--- src/rtl/sdram_init_seq.sv ---
// SDRAM power-up sequencer: NOP wait, PRECHARGE ALL, two AUTO REFRESH, MRS, then DONE.
// Define SDR_INIT_EXT_MODE_EN to add an EMRS (BA=2'b10) after the MRS wait.
module sdram_init_seq #(
   parameter int unsigned NOP_CYC  = 500,
   parameter int unsigned TRP_CYC  = 2,
   parameter int unsigned TRFC_CYC = 7,
   parameter int unsigned TMRD_CYC = 2,
   parameter int unsigned SDR_AW   = 13
) (
   input  logic              sdram_clk,
   input  logic              sdram_resetn,
   input  logic              init_req,
   input  logic [SDR_AW-1:0] cfg_sdr_mode_reg,
   input  logic [SDR_AW-1:0] cfg_sdr_ext_mode_reg,
   output logic              sdr_cke,
   output logic              sdr_cs_n,
   output logic              sdr_ras_n,
   output logic              sdr_cas_n,
   output logic              sdr_we_n,
   output logic [1:0]        sdr_ba,
   output logic [SDR_AW-1:0] sdr_addr,
   output logic              init_done,
   output logic              init_busy
);

   typedef enum logic [3:0] {
      StWaitNop,
      StPre,
      StWaitTrp,
      StRef1,
      StWaitRfc1,
      StRef2,
      StWaitRfc2,
      StMrs,
      StWaitMrd,
`ifdef SDR_INIT_EXT_MODE_EN
      StEmrs,
      StWaitEmrd,
`endif
      StDone
   } state_e;

   localparam logic [15:0] NopLd  = 16'(NOP_CYC);
   localparam logic [15:0] TrpLd  = 16'(TRP_CYC);
   localparam logic [15:0] TrfcLd = 16'(TRFC_CYC);
   localparam logic [15:0] TmrdLd = 16'(TMRD_CYC);

   // {ras_n, cas_n, we_n}
   localparam logic [2:0] CmdNop = 3'b111;
   localparam logic [2:0] CmdPre = 3'b010;
   localparam logic [2:0] CmdRef = 3'b001;
   localparam logic [2:0] CmdMrs = 3'b000;

   state_e            state_q, state_d;
   logic [15:0]       cnt_q, cnt_d;
   logic              wait_done;
   logic              cs_n_d, cs_n_q;
   logic [2:0]        cmd_d, cmd_q;
   logic [1:0]        ba_d, ba_q;
   logic [SDR_AW-1:0] addr_d, addr_q;
   logic              cke_q, done_q, busy_q;

`ifndef SDR_INIT_EXT_MODE_EN
   logic unused_ext_mode;
   assign unused_ext_mode = ^cfg_sdr_ext_mode_reg;
`endif

   // Counter is loaded on entry to a wait state; the wait ends when it reaches 1 so the
   // state is held for exactly the loaded number of cycles.
   assign wait_done = (cnt_q <= 16'd1);

   always_comb begin
      state_d = state_q;
      cnt_d   = (cnt_q != 16'd0) ? cnt_q - 16'd1 : 16'd0;
      cs_n_d  = 1'b0;
      cmd_d   = CmdNop;
      ba_d    = 2'b00;
      addr_d  = '0;
      unique case (state_q)
         StWaitNop:  if (wait_done) state_d = StPre;
         StPre: begin
            state_d    = StWaitTrp;
            cnt_d      = TrpLd;
            cmd_d      = CmdPre;
            addr_d[10] = 1'b1;
         end
         StWaitTrp:  if (wait_done) state_d = StRef1;
         StRef1: begin
            state_d = StWaitRfc1;
            cnt_d   = TrfcLd;
            cmd_d   = CmdRef;
         end
         StWaitRfc1: if (wait_done) state_d = StRef2;
         StRef2: begin
            state_d = StWaitRfc2;
            cnt_d   = TrfcLd;
            cmd_d   = CmdRef;
         end
         StWaitRfc2: if (wait_done) state_d = StMrs;
         StMrs: begin
            state_d = StWaitMrd;
            cnt_d   = TmrdLd;
            cmd_d   = CmdMrs;
            addr_d  = cfg_sdr_mode_reg;
         end
`ifdef SDR_INIT_EXT_MODE_EN
         StWaitMrd:  if (wait_done) state_d = StEmrs;
         StEmrs: begin
            state_d = StWaitEmrd;
            cnt_d   = TmrdLd;
            cmd_d   = CmdMrs;
            ba_d    = 2'b10;
            addr_d  = cfg_sdr_ext_mode_reg;
         end
         StWaitEmrd: if (wait_done) state_d = StDone;
`else
         StWaitMrd:  if (wait_done) state_d = StDone;
`endif
         StDone: begin
            cs_n_d = 1'b1;
            if (init_req) begin
               state_d = StWaitNop;
               cnt_d   = NopLd;
            end
         end
         default: begin
            state_d = StWaitNop;
            cnt_d   = NopLd;
         end
      endcase
   end

   always_ff @(posedge sdram_clk) begin
      if (!sdram_resetn) begin
         state_q <= StWaitNop;
         cnt_q   <= NopLd;
         cke_q   <= 1'b0;
         cs_n_q  <= 1'b1;
         cmd_q   <= CmdNop;
         ba_q    <= 2'b00;
         addr_q  <= '0;
         done_q  <= 1'b0;
         busy_q  <= 1'b1;
      end else begin
         state_q <= state_d;
         cnt_q   <= cnt_d;
         cke_q   <= 1'b1;
         cs_n_q  <= cs_n_d;
         cmd_q   <= cmd_d;
         ba_q    <= ba_d;
         addr_q  <= addr_d;
         done_q  <= (state_q == StDone);
         busy_q  <= (state_q != StDone);
      end
   end

   assign sdr_cke   = cke_q;
   assign sdr_cs_n  = cs_n_q;
   assign sdr_ras_n = cmd_q[2];
   assign sdr_cas_n = cmd_q[1];
   assign sdr_we_n  = cmd_q[0];
   assign sdr_ba    = ba_q;
   assign sdr_addr  = addr_q;
   assign init_done = done_q;
   assign init_busy = busy_q;

endmodule

--- config.mk ---
export PLATFORM = sky130hd
export DESIGN_NAME = sdram_init_seq
export DESIGN_NICKNAME = d
export VERILOG_FILES = /design/src/rtl/sdram_init_seq.sv
export SDC_FILE = /design/constraint.sdc
export NUM_CORES = 1
export LEC_CHECK = 0
export ABC_AREA = 1
export ABC_CLOCK_PERIOD_IN_PS = 3000
export BUFFER_PORTS_ARGS = -buffer_cell sky130_fd_sc_hd__buf_4
export CAP_MARGIN = 15
export CORE_MARGIN = 1
export CORE_UTILIZATION = 45
export CTS_BUF_LIST = sky130_fd_sc_hd__clkbuf_8 sky130_fd_sc_hd__clkbuf_16
export DETAILED_ROUTE_END_ITERATION = 16
export PLACE_DENSITY = 0.75
export SETUP_SLACK_MARGIN = 0.3
export SYNTH_ARGS = -nofsm -noshare
export SYNTH_HDL_FRONTEND = slang
export SYNTH_SLANG_ARGS = --single-unit
--- constraint.sdc ---
create_clock -name sdram_clk -period 3 [get_ports sdram_clk]
set_input_delay 0.15 -clock sdram_clk [delete_from_list [all_inputs] [get_ports sdram_clk]]
set_output_delay 0.15 -clock sdram_clk [all_outputs]
set_load 0.005 [all_outputs]
* After elaboration in Yosys (flattened, before gate mapping)
Cells that the tools add are included.
Storage, ports and cells: input port bits 29, output and inout bits 22, memories 0, bits in writable memories 0, bits in latches 0, logic and storage cells 48, bits in registers 40, ROM bits 0
Operators by class: magnitude comparators 1, eq/ne operators 16, shift operators 0, multipliers 0, $add $sub $neg 1, muxes and demuxes 14, bitwise gates (word level) 0, divide/modulo/power cells 0, reduce and logical (&&, ||, !) cells 7
Operator list (count):
- $pmux W16 S4 | 1
- $pmux W4 S10 | 1
- $mux W16 | 2
- $mux W4 | 6
- $eq A4 B3 Y1 const B | 4
- $le A16 B1 Y1 const B | 1
- $reduce_bool A16 Y1 | 1
- $sub A16 B1 Y16 const B | 1
- $ne A2 B2 Y1 const B | 6
- $pmux W3 S3 | 1
- $eq A4 B2 Y1 const B | 2
- $eq A4 B4 Y1 const B | 2
- $reduce_and A6 Y1 | 1
- $reduce_or A5 Y1 | 1
- $eq A4 B1 Y1 const B | 1
- $logic_not A4 Y1 | 1
- $ne A4 B4 Y1 const B | 1
- $reduce_or A2 Y1 | 2
- $mux W1 | 2
- $pmux W1 S2 | 1
- $reduce_and A2 Y1 | 1

* Logic depth before layout (Yosys ltp)
depth in word-level cells 4, depth in mapped cells 11, gate-level depth less buffers 11

* Least setup slack after synthesis
OpenSTA, ideal clock, no wires.
kind register to register, start reg cnt_q[0], end reg cnt_q[14], path slack 1680 ps, path buffers 0, setup time 117 ps, stages on the path, launching flop included 8, arrival time 1203 ps, clock period less this slack 1320 ps, data required time 2883 ps, cells stage by stage dfxtp_1 -> inv_1 -> ha_1 -> nand2_1 -> nor3_1 -> nand2_1 -> xor2_1 -> nor2_1
Between the ends: longest elaborated chain between the ends 4, elaborated cells on any way between the ends 5, classes of those cells add/sub: 1; mux: 3; reduce/logical: 1
Ends and longest elaborated chain:
- start: declaration | RTL line 55 | logic [15:0] cnt_q, cnt_d;
- start signal: assignment | RTL line 136 | cnt_q <= NopLd;
- start signal: assignment | RTL line 146 | cnt_q <= cnt_d;
- $sub A16 B1 Y16 / $reduce_bool A16 Y1 (equally long branches) | RTL line 74 | cnt_d = (cnt_q != 16'd0) ? cnt_q - 16'd1 : 16'd0;
- $mux W16 * | RTL line 74
- $mux W16 | RTL line 121 | if (init_req) begin
- $pmux W16 S4 * | RTL line 79 | unique case (state_q)
Every way passes the cells marked *; elsewhere a longest branch is shown, timed or not. A chain may end at the register's enable or synchronous reset.

* Final worst setup path
Ends and elaborated chain as after synthesis.

==> results.md <==
* RSZ-0062 raised after global routing: no
* Ys Warns at 0
* Setup Skew at 0.005004 ns
* First-pass GRT wire length at 5740 um
* Synth Area in Compound Gates at 7.929%
* CTS tree: yes
* CP Class: register to register
* Die area at 0.004146 mm^2
* Netlist Area Pre-Place at 0.001752 mm^2
* Detailed Routing Iterations Pass 1 at 4
* Hold Path Sink: sdr_cke
* Final wirelength at 3223 um
* GRT Total Usage at 18.36%
* Setup TNS at 0 ns
* Final Util at 58.85%
* Dominant cells by area after synthesis: dfxtp_1 (46%), nor2_1 (10%), nand2_1 (8.1%)
* Crit path required time at 3.19 ns
* Worst hold stages at 1
* Crit path DAT at 1.68 ns
* Adder-cell share of the synthesized area at 2.143%
* Most frequent cells after synthesis: nor2_1 (47), dfxtp_1 (40), nand2_1 (38)
* GR Layer Usage met2 at 29.21%
* PostCTS Resize Cnt at 0
* Layer with the highest usage: met2
* Synth Register Bits at 40
* CTS Buffer Depth at 2
* Maximum fanout along the worst path at 5
* GR Layer Usage met1 at 21.41%
* IO buf count at 35
* Fin crit period at 1.486 ns
* Gate power share at 7.0%
* Max VDD drop at 367.8 uV
* Area growth syn-to-layout at 23.93%
* Final period utilization at 49.54%
* Final worst slack at 1.514 ns
* Int Pwr at 0.8273 mW
* Startpoint types: register
* Clock H-tree levels at 2
* Internal reg-to-reg setup slack at 1.51 ns
* Hold Fails Final Rpt at 0
* Post-CTS Setup Repair Bufs at 0
* Setup-failing EPs final at 0
* Core Area at 0.003689 mm^2
* Unique masters post-synth at 35
* Grt met3 use at 6.964%
* XOR/XNOR Fraction of Synth Area at 5.000%
* Switch Pwr at 0.2517 mW
* RR Endpoint: cnt_q[14]
* Worst r2r src: cnt_q[0]
* Cells after Synth at 220
* WL/cell at 10.43 um
* Status: finished, final reports clean
* Vias per std cell at 4.625
* Post-DP HPWL at 2408 um
* Fmax at 672.8 MHz
* Largest family of logic cells by synthesized area: simple AND/OR/NAND/NOR gates
* Remaining DRCs at 0
* N_diodes at 0
* Top-area cell type share of the netlist area at 45.71%
* Primary FF master, synth: dfxtp_1
* Number of global-route vias before repair at 1,343
* Total grt overflow at 0
* R2R cell count at 7
* Number of synthesized flops with an enable pin at 0
* Crit. End Element: register
* Leakage dissipation at 0.9909 nW
* Reg clk slew, reported paths at 0.08 ns
* Proportion of synthesized area in mux cells at 0%
* Top-count cell post-synth: nor2_1
* DR vias at 1,429
* Sequential share of power at 50.9%
* Sequential area share after synthesis at 45.71%
* Clock latency on the worst-skew pair at 0.30 ns
* Worst slack, placed at 1.513 ns
* Min-delay src: sdram_resetn
* Async set-reset flop share out of synthesis at 0%
* Pwr per Cell Area at 497.1 mW/mm^2
* FP Rows at 22
* Global placer's final weighted congestion at 0.7852
* Clk pwr share at 42.1%
* DIE HEIGHT at 64.39 um
* Root buf cell: clkbuf_8
* Max Cap Viol at 0
* Initial DRC Count at 46
* Layout net count at 292
* Clock Sinks at 40
* Largest net degree at the start of global routing at 15
* Die W at 64.39 um
* Switching share of power at 23.33%
* CTS buffer count at 5
* Avg Inst Size Synth at 7.962 um^2
* Post-route ant nets at 0
* Hold crit path type: primary input to register
* Final Max Tran Viols at 0
* Dominant cell type by area after synthesis: dfxtp_1
* Post-synthesis simple-gate area fraction at 31.71%
* Initial antenna violation count at 0
* Proportion of layout cells with a drive suffix above 1 at 23.75%
* Boundary pin count at 51
* Cts hold-fix bufs at 0
* Initial core utilization at 47.49%
[cell usage in the layout, fill, tap and decap left out, drive strengths merged, types with 4 or more instances in the layout]
cell / count
o21ai: 8
nand3: 11
clkbuf: 5
nor2: 53
dfxtp: 40
xor2: 7
buf: 35
nor3: 4
inv: 29
nand2: 40
[cell families (layout without fill, tap and decap cells)]
group                    Yosys count  in the layout
AND/OR/NAND/NOR                  115            115
flip-flops                        40             40
buffers and inverters             31             71
AO/OA/AOI/OAI                     20             20
XOR/XNOR                          10             10
adder cells (fa/ha/maj)            3              3
other                              1              2
[metrics by stage]
| stage | power (mW) | instances | hold slack, ns | cell area (um^2) |
|---|---|---|---|---|
| floorplan | 0.6107 | 221 | 0.1777 | 1755 |
| global placement | 0.6358 | 301 | 0.3247 | 2056 |
| detailed placement | 0.6380 | 301 | 0.3248 | 2056 |
| CTS | 1.087 | 309 | 0.01332 | 2171 |
| global route | 1.132 | 309 | 0.01343 | 2171 |
| finish | 1.079 | 309 | 0.01475 | 2171 |
[power groups by stage]
stage	Clock, mW	Combinational, mW	Sequential (mW)
3_5_place_dp	0	0.0756	0.562
4_1_cts	0.461	0.0765	0.550
3_3_place_gp	0	0.0736	0.562
5_1_grt	0.494	0.0858	0.552
6_report	0.454	0.0754	0.550
2_1_floorplan	0	0.0497	0.561
[final cells by class]
type / count / area (um^2)
clock buffer: 5 / 68.82
inverter: 28 / 105.1
multi-input combinational: 150 / 827.0
sequential: 40 / 800.8
tap: 48 / 60.06
fill: 365 / 1518
timing repair buffer: 35 / 262.8
clock inverter: 3 / 46.29
[worst max-delay path by stage]
stage | start | end | slack [ns] | depth (start not counted)
2_1_floorplan | cnt_q[0] | cnt_q[14] | 1.68 | 7
3_3_place_gp | cnt_q[0] | cnt_q[14] | 1.53 | 7
3_5_place_dp | cnt_q[0] | cnt_q[14] | 1.51 | 7
4_1_cts | cnt_q[0] | cnt_q[14] | 1.49 | 7
5_1_grt | cnt_q[0] | cnt_q[14] | 1.33 | 7
6_report | cnt_q[0] | cnt_q[14] | 1.51 | 7
[layer usage]
metal  vias to the layer above  routed length [um]
li1                        762                   -
met1                       620                1514
met2                        39                1447
met3                         8                 186
met4                         0                  74
met5                         -                   0
[flip-flops by register name, indices dropped and copies added (netlist names)]
| name | count |
|---|---|
| init_done | 1 |
| state_q | 4 |
| cmd_q | 3 |
| sdr_addr | 13 |
| sdr_cke | 1 |
| sdr_cs_n | 1 |
| init_busy | 1 |
| cnt_q | 16 |
[worst max-delay path: stages (launching register included)]
cell and delay, ns:
dfxtp_1 0.32, inv_1 0.14, ha_1 0.25, nand2_1 0.12, nor3_1 0.26, nand2_1 0.11, xor2_1 0.15, nor2_1 0.05
Power figures use the tool's default switching activity.
